`config.mk`:
```
export PLATFORM = sky130hd
export DESIGN_NAME = spike_rate_decoder
export DESIGN_NICKNAME = d
export VERILOG_FILES = /design/src/rtl/snn_pkg.sv /design/src/rtl/spike_counter.sv /design/src/rtl/spike_rate_decoder.sv
export SDC_FILE = /design/constraint.sdc
export NUM_CORES = 1
export LEC_CHECK = 0
export ABC_AREA = 1
export BUFFER_PORTS_ARGS = -buffer_cell sky130_fd_sc_hd__buf_2
export CAP_MARGIN = 20
export CORE_MARGIN = 2
export CORE_UTILIZATION = 38
export CTS_BUF_LIST = sky130_fd_sc_hd__clkbuf_2
export DETAILED_ROUTE_END_ITERATION = 8
export PLACE_DENSITY_LB_ADDON = 0.3
export REMOVE_ABC_BUFFERS = 1
export SLEW_MARGIN = 20
export SYNTH_ARGS = -nofsm -noshare
export SYNTH_HDL_FRONTEND = slang
export SYNTH_SLANG_ARGS = --single-unit
```
`constraint.sdc`:
```
create_clock -name clk -period 3.1 [get_ports clk]
set_input_delay 0.31 -clock clk [delete_from_list [all_inputs] [get_ports clk]]
set_output_delay 0.31 -clock clk [all_outputs]
set_load 0.01 [all_outputs]
```
`src/rtl/snn_pkg.sv`:
```
// snn_pkg: definitions shared across the SNN readout blocks.
//   decoder_state_t : spike_rate_decoder FSM states
//   V_WIDTH         : membrane-potential width used across the SNN fabric
package snn_pkg;

    typedef enum logic [1:0] {
        IDLE  = 2'd0,
        COUNT = 2'd1,
        SCAN  = 2'd2,
        HOLD  = 2'd3
    } decoder_state_t;

    localparam int V_WIDTH = 16;

endpackage

```
`src/rtl/spike_counter.sv`:
```
// spike_counter: saturating up-counter for one output neuron.
//   clk   : clock, rising edge
//   rst_n : synchronous active-low reset, clears count
//   clr   : synchronous clear, takes priority over inc
//   inc   : add one this cycle (held at all-ones once reached)
//   count : current count
module spike_counter #(
    parameter int W = 9
) (
    input  logic         clk,
    input  logic         rst_n,
    input  logic         clr,
    input  logic         inc,
    output logic [W-1:0] count
);

    always_ff @(posedge clk) begin
        if (!rst_n || clr)
            count <= '0;
        else if (inc && (count != {W{1'b1}}))
            count <= count + 1'b1;
    end

endmodule

```
`src/rtl/spike_rate_decoder.sv`:
```
// spike_rate_decoder: counts output-layer spikes over WINDOW cycles, then
// scans the counts one neuron per cycle for the argmax and presents the
// result on a valid/ready handshake.
//   clk, rst_n    : clock (rising edge), synchronous active-low reset
//   start         : begin a window (sampled only in IDLE)
//   spikes_in     : one spike bit per neuron for the current cycle
//   busy          : high while counting or scanning
//   result_valid  : result held and offered to the consumer
//   result_ready  : consumer accepts the result
//   winner_idx    : index of the highest count (lowest index on ties)
//   winner_count  : count of the winner
//   tie           : another neuron matched a non-zero winner_count
//   no_spike      : all counts were zero
//   count_sel     : debug readback select
//   count_out     : live count of neuron count_sel (0 if out of range)
module spike_rate_decoder
    import snn_pkg::*;
#(
    parameter int NUM_NEURONS = 10,
    parameter int WINDOW      = 256,
    localparam int CNT_W      = $clog2(WINDOW + 1),
    localparam int IDX_W      = $clog2(NUM_NEURONS)
) (
    input  logic                   clk,
    input  logic                   rst_n,
    input  logic                   start,
    input  logic [NUM_NEURONS-1:0] spikes_in,
    output logic                   busy,
    output logic                   result_valid,
    input  logic                   result_ready,
    output logic [IDX_W-1:0]       winner_idx,
    output logic [CNT_W-1:0]       winner_count,
    output logic                   tie,
    output logic                   no_spike,
    input  logic [IDX_W-1:0]       count_sel,
    output logic [CNT_W-1:0]       count_out
);

    decoder_state_t state, state_nx;

    logic [NUM_NEURONS-1:0][CNT_W-1:0] counts;
    logic [NUM_NEURONS-1:0]            cnt_inc;
    logic                              cnt_clr;

    logic [CNT_W-1:0] win_cnt;
    logic [IDX_W-1:0] scan_idx;

    logic             win_last;
    logic             scan_last;
    logic [CNT_W-1:0] scan_cur;
    logic [IDX_W-1:0] idx_nx;
    logic [CNT_W-1:0] max_nx;
    logic             tie_nx;

    // ---------------- per-neuron counters ----------------
    assign cnt_clr = (state == IDLE) && start;

    genvar g;
    generate
        for (g = 0; g < NUM_NEURONS; g++) begin : g_cnt
            assign cnt_inc[g] = (state == COUNT) && spikes_in[g];

            spike_counter #(.W(CNT_W)) u_cnt (
                .clk   (clk),
                .rst_n (rst_n),
                .clr   (cnt_clr),
                .inc   (cnt_inc[g]),
                .count (counts[g])
            );
        end
    endgenerate

    // ---------------- FSM ----------------
    assign win_last  = (win_cnt == CNT_W'(WINDOW - 1));
    assign scan_last = (scan_idx == IDX_W'(NUM_NEURONS - 1));

    always_ff @(posedge clk) begin
        if (!rst_n)
            state <= IDLE;
        else
            state <= state_nx;
    end

    always_comb begin
        state_nx     = state;
        busy         = 1'b0;
        result_valid = 1'b0;
        case (state)
            IDLE:  if (start) state_nx = COUNT;
            COUNT: begin
                busy = 1'b1;
                if (win_last) state_nx = SCAN;
            end
            SCAN: begin
                busy = 1'b1;
                if (scan_last) state_nx = HOLD;
            end
            HOLD: begin
                result_valid = 1'b1;
                if (result_ready) state_nx = IDLE;
            end
            default: state_nx = IDLE;
        endcase
    end

    // ---------------- argmax step ----------------
    // Mux by compare loop so no index ever runs past NUM_NEURONS-1 when
    // NUM_NEURONS is not a power of two.
    always_comb begin
        scan_cur  = '0;
        count_out = '0;
        for (int i = 0; i < NUM_NEURONS; i++) begin
            if (scan_idx == IDX_W'(i))  scan_cur  = counts[i];
            if (count_sel == IDX_W'(i)) count_out = counts[i];
        end
    end

    // Neuron 0 seeds the running max; afterwards only a strictly greater
    // count displaces it, so the lowest index keeps a tie.
    always_comb begin
        idx_nx = winner_idx;
        max_nx = winner_count;
        tie_nx = tie;
        if (scan_idx == '0) begin
            idx_nx = '0;
            max_nx = scan_cur;
            tie_nx = 1'b0;
        end else if (scan_cur > winner_count) begin
            idx_nx = scan_idx;
            max_nx = scan_cur;
            tie_nx = 1'b0;
        end else if ((scan_cur == winner_count) && (winner_count != '0)) begin
            tie_nx = 1'b1;
        end
    end

    // ---------------- datapath registers ----------------
    always_ff @(posedge clk) begin
        if (!rst_n) begin
            win_cnt      <= '0;
            scan_idx     <= '0;
            winner_idx   <= '0;
            winner_count <= '0;
            tie          <= 1'b0;
            no_spike     <= 1'b0;
        end else begin
            case (state)
                IDLE: begin
                    if (start) begin
                        win_cnt  <= '0;
                        scan_idx <= '0;
                    end
                end
                COUNT: begin
                    win_cnt <= win_cnt + 1'b1;
                end
                SCAN: begin
                    winner_idx   <= idx_nx;
                    winner_count <= max_nx;
                    tie          <= tie_nx;
                    if (scan_last) begin
                        scan_idx <= '0;
                        // a zero max means no index ever displaced 0 and no
                        // tie was flagged, so idx=0/tie=0 already hold
                        no_spike <= (max_nx == '0);
                    end else begin
                        scan_idx <= scan_idx + 1'b1;
                    end
                end
                default: ;
            endcase
        end
    end

endmodule

```
==> reports/results.tsv, run 1 <==
stage	metric	value	unit
routing	routed_wirelength	21900	um
die	coreArea	18500	sq um
critical_path	critPathCaptureType	flip-flop	
sta	relSlewSlack	61.8	%
run	cap_violations	0	
critical_path	crit_top_cell	nand2_2	
sta	clock_skew	0.0415	ns
logic_synthesis	yosysSeqAreaShare	33.8	%
critical_path	critPathRequiredTime	3.78	ns
clocking	numClockSinks	120	
power	p_leak	3.37	nW
critical_path	crit_path_start_kind	flip-flop	
placement	portBuffers	43	
critical_path	reg2reg_to	no_spike$_SDFFE_PN0P_	
die	die_area	19800	sq um
global_routing	antenna_found_initial	1	
min_path	min-delay-start	result_ready	
routing	drt-initial-drc-count	828	
power	ir_drop	0.343	mV
run_status	status	finished clean	
sta	hold_viol	0	
routing	ant_nets	0	
power	total_power	4.89	mW
critical_path	critical_path_buf_inv_count	3	
sta	fin_setup_tns	0	ns
logic_synthesis	synth-main-ff-cell	dfxtp_1	
routing	wl_per_cell	15.1	um
global_routing	overflow	0	
logic_synthesis	syn_avg_cell_area	6.43	sq um
die	die_w	141	um
logic_synthesis	ys_async_sr_fraction	0	%
die	rows	50	
placement	place_area	7790	sq um
sta	timing.final.crit_period	3.03	ns
sta	setup_ws	0.0678	ns
placement	dpl.hpwl	16700	um
logic_synthesis	synth_area	7110	sq um
final_layout	drive_above_1_share	15.1	%
sta	final_max_slew_viol_count	0	
logic_synthesis	syn_inst	1106	
global_routing	grt_pass1_wl	34900	um
routing	routed_via_density	5.29	
critical_path	cp.arrival	3.71	ns
min_path	min_to	state[0]$_SDFFE_PN0P_	
logic_synthesis	synthDistinctLibCells	39	
critical_path	path_max_fanout	7	
die	start_util	38.4	%
final_layout	nets	1259	
critical_path	critical-path-slowest-cell	dfxtp_4	
global_routing	track_usage	22.1	%
die	dieHeight	141	um
final_layout	multiInputGateArea	4290	sq um
critical_path	critPathKind	flip-flop to flip-flop	
die	ios	44	
clocking	clockBufferDepth	2	
critical_path	cp_cell_sequence	nor2_4 -> buf_4 -> nand2_2 -> o21ai_0 -> nor2_1 -> nand4_1 -> o21ai_1 -> nand3_1 -> nand2_2 -> inv_2 -> ha_4 -> nand2_1 -> nor2_1 -> nand3b_1 -> nand3_1 -> nand2_2 -> nand2_2 -> buf_6 -> nand3_1 -> o21ai_1 -> nand4_1 -> a21oi_1	
logic_synthesis	ys_ff_latch	120	
critical_path	crit_family	simple AND/OR/NAND/NOR gates	
clocking	clkSlewWorstSetupHoldPaths	0.18	ns
min_path	hold_class	primary input to flip-flop	
clocking	cts_made_buffers	17	
logic_synthesis	synth_warnings	0	
critical_path	max_stage_delay	0.41	ns
critical_path	rr_worst_depth	22	
global_routing	grt_pass1_vias	6839	
power	power_density	579	nW/um^2
routing	num_vias	7683	
routing	drtPass1Iterations	6	
final_layout	seqCellArea	2420	sq um
final_layout	syn2layout_area_growth	19.0	%
min_path	hold_depth	5	
final_layout	final_cell_mix	nand2_1, inv_1, nor2_1	
logic_synthesis	synth_edf_count	0	
final_layout	final_common_cell	nand2_1	
placement	pre_cts_ws	-0.134	ns
final_layout	fin_util	45.7	%
routing	drcViolationCount	0	
clocking	insertion_delay	0.77	ns
sta	fmax	330	MHz
final_layout	stdcell_area	8460	sq um
global_routing	grt_max_degree	51	
clocking	cts_tree	yes	
sta	worstMarginPinSlew	0.571	ns
final_layout	fillers	1964	
clocking	root_buffer	clkbuf_2	
critical_path	r2r-start	scan_idx[0]$_SDFFE_PN0P_	
critical_path	reg2reg_slack	0.07	ns
sta	post-route-period-util	97.8	%
placement	gp_congestion	0.942	
sta	finalSetupViolations	0	
clocking	cts-htree-levels	4	
-- through the flow --
stage          hold WS, ns  instances
6_report            0.0429       1453
5_1_grt             0.0968       1453
4_1_cts             0.0271       1443
3_5_place_dp         0.467       1399
3_3_place_gp         0.450       1399
2_1_floorplan        0.431       1089
-- power by group --
group,total (mW),internal [mW],switching (mW)
sequential,1.80,1.66,0.132
combinational,2.21,0.865,1.34
clock,0.892,0.273,0.618
-- how the worst max path moves through the flow --
stage | from | endpoint | slack, ns | cells past startpoint
after floorplan | scan_idx[2]$_SDFFE_PN0P_ | winner_idx[3]$_SDFFE_PN0P_ | -0.04 | 20
after global placement | scan_idx[0]$_SDFFE_PN0P_ | winner_idx[2]$_SDFFE_PN0P_ | -0.09 | 24
after detailed placement | scan_idx[0]$_SDFFE_PN0P_ | winner_count[1]$_SDFFE_PN0P_ | -0.13 | 23
after CTS | scan_idx[2]$_SDFFE_PN0P_ | winner_count[1]$_SDFFE_PN0P_ | 0.0002 | 22
after global routing | scan_idx[0]$_SDFFE_PN0P_ | no_spike$_SDFFE_PN0P_ | -0.09 | 22
final | scan_idx[0]$_SDFFE_PN0P_ | no_spike$_SDFFE_PN0P_ | 0.07 | 22
-- worst min-delay path, stage by stage --
cell and delay (ns):
buf_2 0.07, o22ai_1 0.07, nor2_1 0.13, a21oi_1 0.07, a21boi_0 0.12
-- flip-flops by register name, summed over array words and instances (netlist names) --
register           flops
win_cnt                9
tie                    1
g_cnt.u_cnt.count     90
winner_count           9
winner_idx             4
state                  2
scan_idx               4
no_spike               1
-- cell type report --
cell class	instances	share of cell area, %
flip-flops and latches	120	28.6
multi-input cells	807	50.8
well taps	234	3.46
clock inverters	12	1.02
repair buffers	97	7.78
diodes	1	0.0296
clock buffers	19	1.12
inverters	163	7.26
-- cell usage after synthesis (7+ instances only) --
library cell,number,area [sq um]
ha_1,35,438
xor2_1,7,61.3
o21ai_0,105,526
nor2_1,145,544
nor3_1,47,235
inv_1,156,586
dfxtp_1,120,2400
nor4_1,9,56.3
a21oi_1,87,435
nand2_1,223,837
nand4_1,24,150
o22ai_1,17,106
nand3_1,67,335
clkbuf_1,11,41.3
-- per-layer routing --
metal | up-vias | routed length, um | global-route usage, %
met1 | 3470 | 10300 | 31.1
li1 | 3887 | - | -
met3 | 49 | 1360 | 4.04
met5 | - | 0 | 0
met2 | 277 | 9540 | 33.5
met4 | 0 | 674 | 8.58
-- timing repair --
item | CTS | global route
setup endpoints to repair | 12 | 15
pin swaps | 1 | 24
resized for setup | 14 | 62
endpoints found under the hold margin | 33 | 0
hold buffers | 12 | 0
setup buffers | 1 | 8
gates cloned | 0 | 2
-- kinds of logic (layout without fill, tap and decap cells) --
kind of cell	Yosys count	count (layout)	share of synthesized area, %
flip-flops	120	120	33.8
adder cells (fa/ha/maj)	35	35	6.16
XOR/XNOR	7	7	0.863
AO/OA/AOI/OAI	235	235	17.8
other	0	1	0
AND/OR/NAND/NOR	529	530	31.8
buffers and inverters	180	291	9.63
(Power assumes the default switching activity.)
==> run 2, diff against run 1 <==
==> constraint.sdc (replaced) <==
create_clock -name clk -period 3.1 [get_ports clk]
set_input_delay 0.93 -clock clk [delete_from_list [all_inputs] [get_ports clk]]
set_output_delay 0.93 -clock clk [all_outputs]
set_load 0.01 [all_outputs]
==> run 2 against run 1 <==
The flow now finishes with violations (setup timing). Combinational power rose by 29%. Via count grew 3.3%. Clock-buffer cell count is 2 higher. Setup slack worse by 0.17 ns. Sequential share of layout area decreased by 2.7 points. Wire length up 9.4%. Maximum frequency fell by 5.2%. Sequential cell count is the same. Design area is 11% higher. Sequential power is essentially flat. Core utilization up 5.0 points. Largest power group unchanged.
==> reports/results.tsv, run 2 (same netlist as run 1, synthesis figures left out) <==
stage	metric	value	unit
run_status	status	finished with violations	
run_status	violations	setup timing	
routing	drcViolationCount	0	
routing	routed_wirelength	23900	um
sta	fmax	313	MHz
final_layout	syn2layout_area_growth	31.9	%
placement	portBuffers	43	
run	cap_violations	0	
routing	wl_per_cell	16.0	um
sta	clock_skew	0.0471	ns
global_routing	grt_pass1_wl	36900	um
global_routing	antenna_found_initial	0	
final_layout	final_cell_mix	nand2_1, inv_1, nor2_1	
sta	hold_viol	0	
clocking	numClockSinks	120	
die	start_util	38.4	%
die	ios	44	
global_routing	track_usage	23.8	%
final_layout	drive_above_1_share	25.8	%
sta	relSlewSlack	68.5	%
final_layout	top_regs	g_cnt.u_cnt.count: 90 flops, win_cnt: 9 flops, winner_count: 9 flops	
routing	num_vias	7936	
routing	drt-initial-drc-count	792	
routing	ant_nets	0	
routing	routed_via_density	5.31	
sta	timing.final.crit_period	3.20	ns
clocking	clkSlewWorstSetupHoldPaths	0.19	ns
die	rows	50	
sta	post-route-period-util	103	%
sta	worstMarginPinSlew	0.469	ns
final_layout	nets	1300	
sta	final_max_slew_viol_count	0	
critical_path	critPathKind	primary input to output pin	
final_layout	largest_register_ffs	90	
global_routing	overflow	0	
die	die_area	19800	sq um
global_routing	grt_max_degree	73	
clocking	cts-htree-levels	4	
sta	finalSetupViolations	8	
die	dieHeight	141	um
critical_path	crit_path_start_kind	primary input	
routing	drtPass1Iterations	5	
clocking	cts_made_buffers	17	
sta	rsz0062_at_grt	yes	
critical_path	path_max_fanout	11	
power	p_leak	3.81	nW
final_layout	final_common_cell	nand2_1	
global_routing	grt_pass1_vias	7103	
final_layout	fin_util	50.6	%
clocking	insertion_delay	0.71	ns
clocking	clockBufferDepth	2	
power	ir_drop	0.277	mV
final_layout	top_register	g_cnt.u_cnt.count	
sta	setup_ws	-0.0988	ns
placement	gp_congestion	0.963	
clocking	root_buffer	clkbuf_2	
clocking	cts_tree	yes	
critical_path	critPathCaptureType	output pin	
placement	dpl.hpwl	17800	um
critical_path	critPathRequiredTime	2.17	ns
critical_path	cp.arrival	2.27	ns
sta	hold_slack	0.477	ns
placement	pre_cts_ws	-0.346	ns
min_path	hold_class	flip-flop to flip-flop	
power	total_power	5.86	mW
power	power_density	625	nW/um^2
die	coreArea	18500	sq um
die	die_w	141	um
-- run 2: cell count changes in the layout (fill, tap and decap cells not counted), moves of 11 or more --
cell and delta:
buf_4 +40, nand2_1 -25, o21ai_0 -18, inv_1 -11, o21ai_1 +11, buf_6 +15
dlygate4sd3_1 -12, nand2_2 +11
-- run 2: final cells by class --
type | instances | area [sq um]
clock inverter | 10 | 176
inverter | 163 | 634
multi-input combinational | 807 | 4710
fill | 1873 | 9140
sequential | 120 | 2420
antenna | 2 | 5.00
clock buffer | 21 | 105
timing repair buffer | 138 | 1040
tap | 234 | 293
-- run 2: what timing repair did --
| item | 4_1_cts | 5_1_grt |
|---|---|---|
| hold buffers | 0 | 0 |
| endpoints found under the setup margin | 24 | 24 |
| resized for setup | 91 | 140 |
| cloned | 1 | 0 |
| endpoints found under the hold margin | 0 | 0 |
| pin swaps | 22 | 69 |
| setup buffers | 5 | 11 |
-- run 2: worst paths after layout --
check	start	endpoint	slack [ns]	cells after the start
worst max-delay path	count_sel[2]	count_out[5]	-0.1	10
worst min register to register	tie$_SDFFE_PN0P_	tie$_SDFFE_PN0P_	0.48	2
worst min-delay path	tie$_SDFFE_PN0P_	tie$_SDFFE_PN0P_	0.48	2
worst max register to register	scan_idx[3]$_SDFFE_PN0P_	no_spike$_SDFFE_PN0P_	0.02	24
-- run 2: per-layer routing --
metal	GRT usage [%]	up-vias	wire length (um)
met4	9.84	0	891
li1	-	3976	-
met2	38.5	286	11000
met1	31.2	3610	10700
met3	4.52	64	1380
met5	0	-	0
-- run 2: critical path: stages --
cell and delay [ns]:
buf_6 0.10, buf_4 0.12, nand2_1 0.10, inv_4 0.08, nand2_4 0.12, buf_4 0.13
nor2_1 0.04, nor4_2 0.29, o221ai_1 0.18, buf_2 0.17
-- run 2: where the power goes --
group,switching (mW),internal (mW)
registers,0.131,1.67
clock network,0.610,0.613
logic,1.63,1.20
-- run 2: stage by stage --
step,cell area (sq um),setup TNS [ns],instances
3_5_place_dp,8180,-4.31,1448
3_3_place_gp,8180,-4.17,1448
5_1_grt,9370,-2.07,1493
6_report,9380,-0.677,1495
4_1_cts,8780,-0.596,1484
2_1_floorplan,7040,-0.352,1089
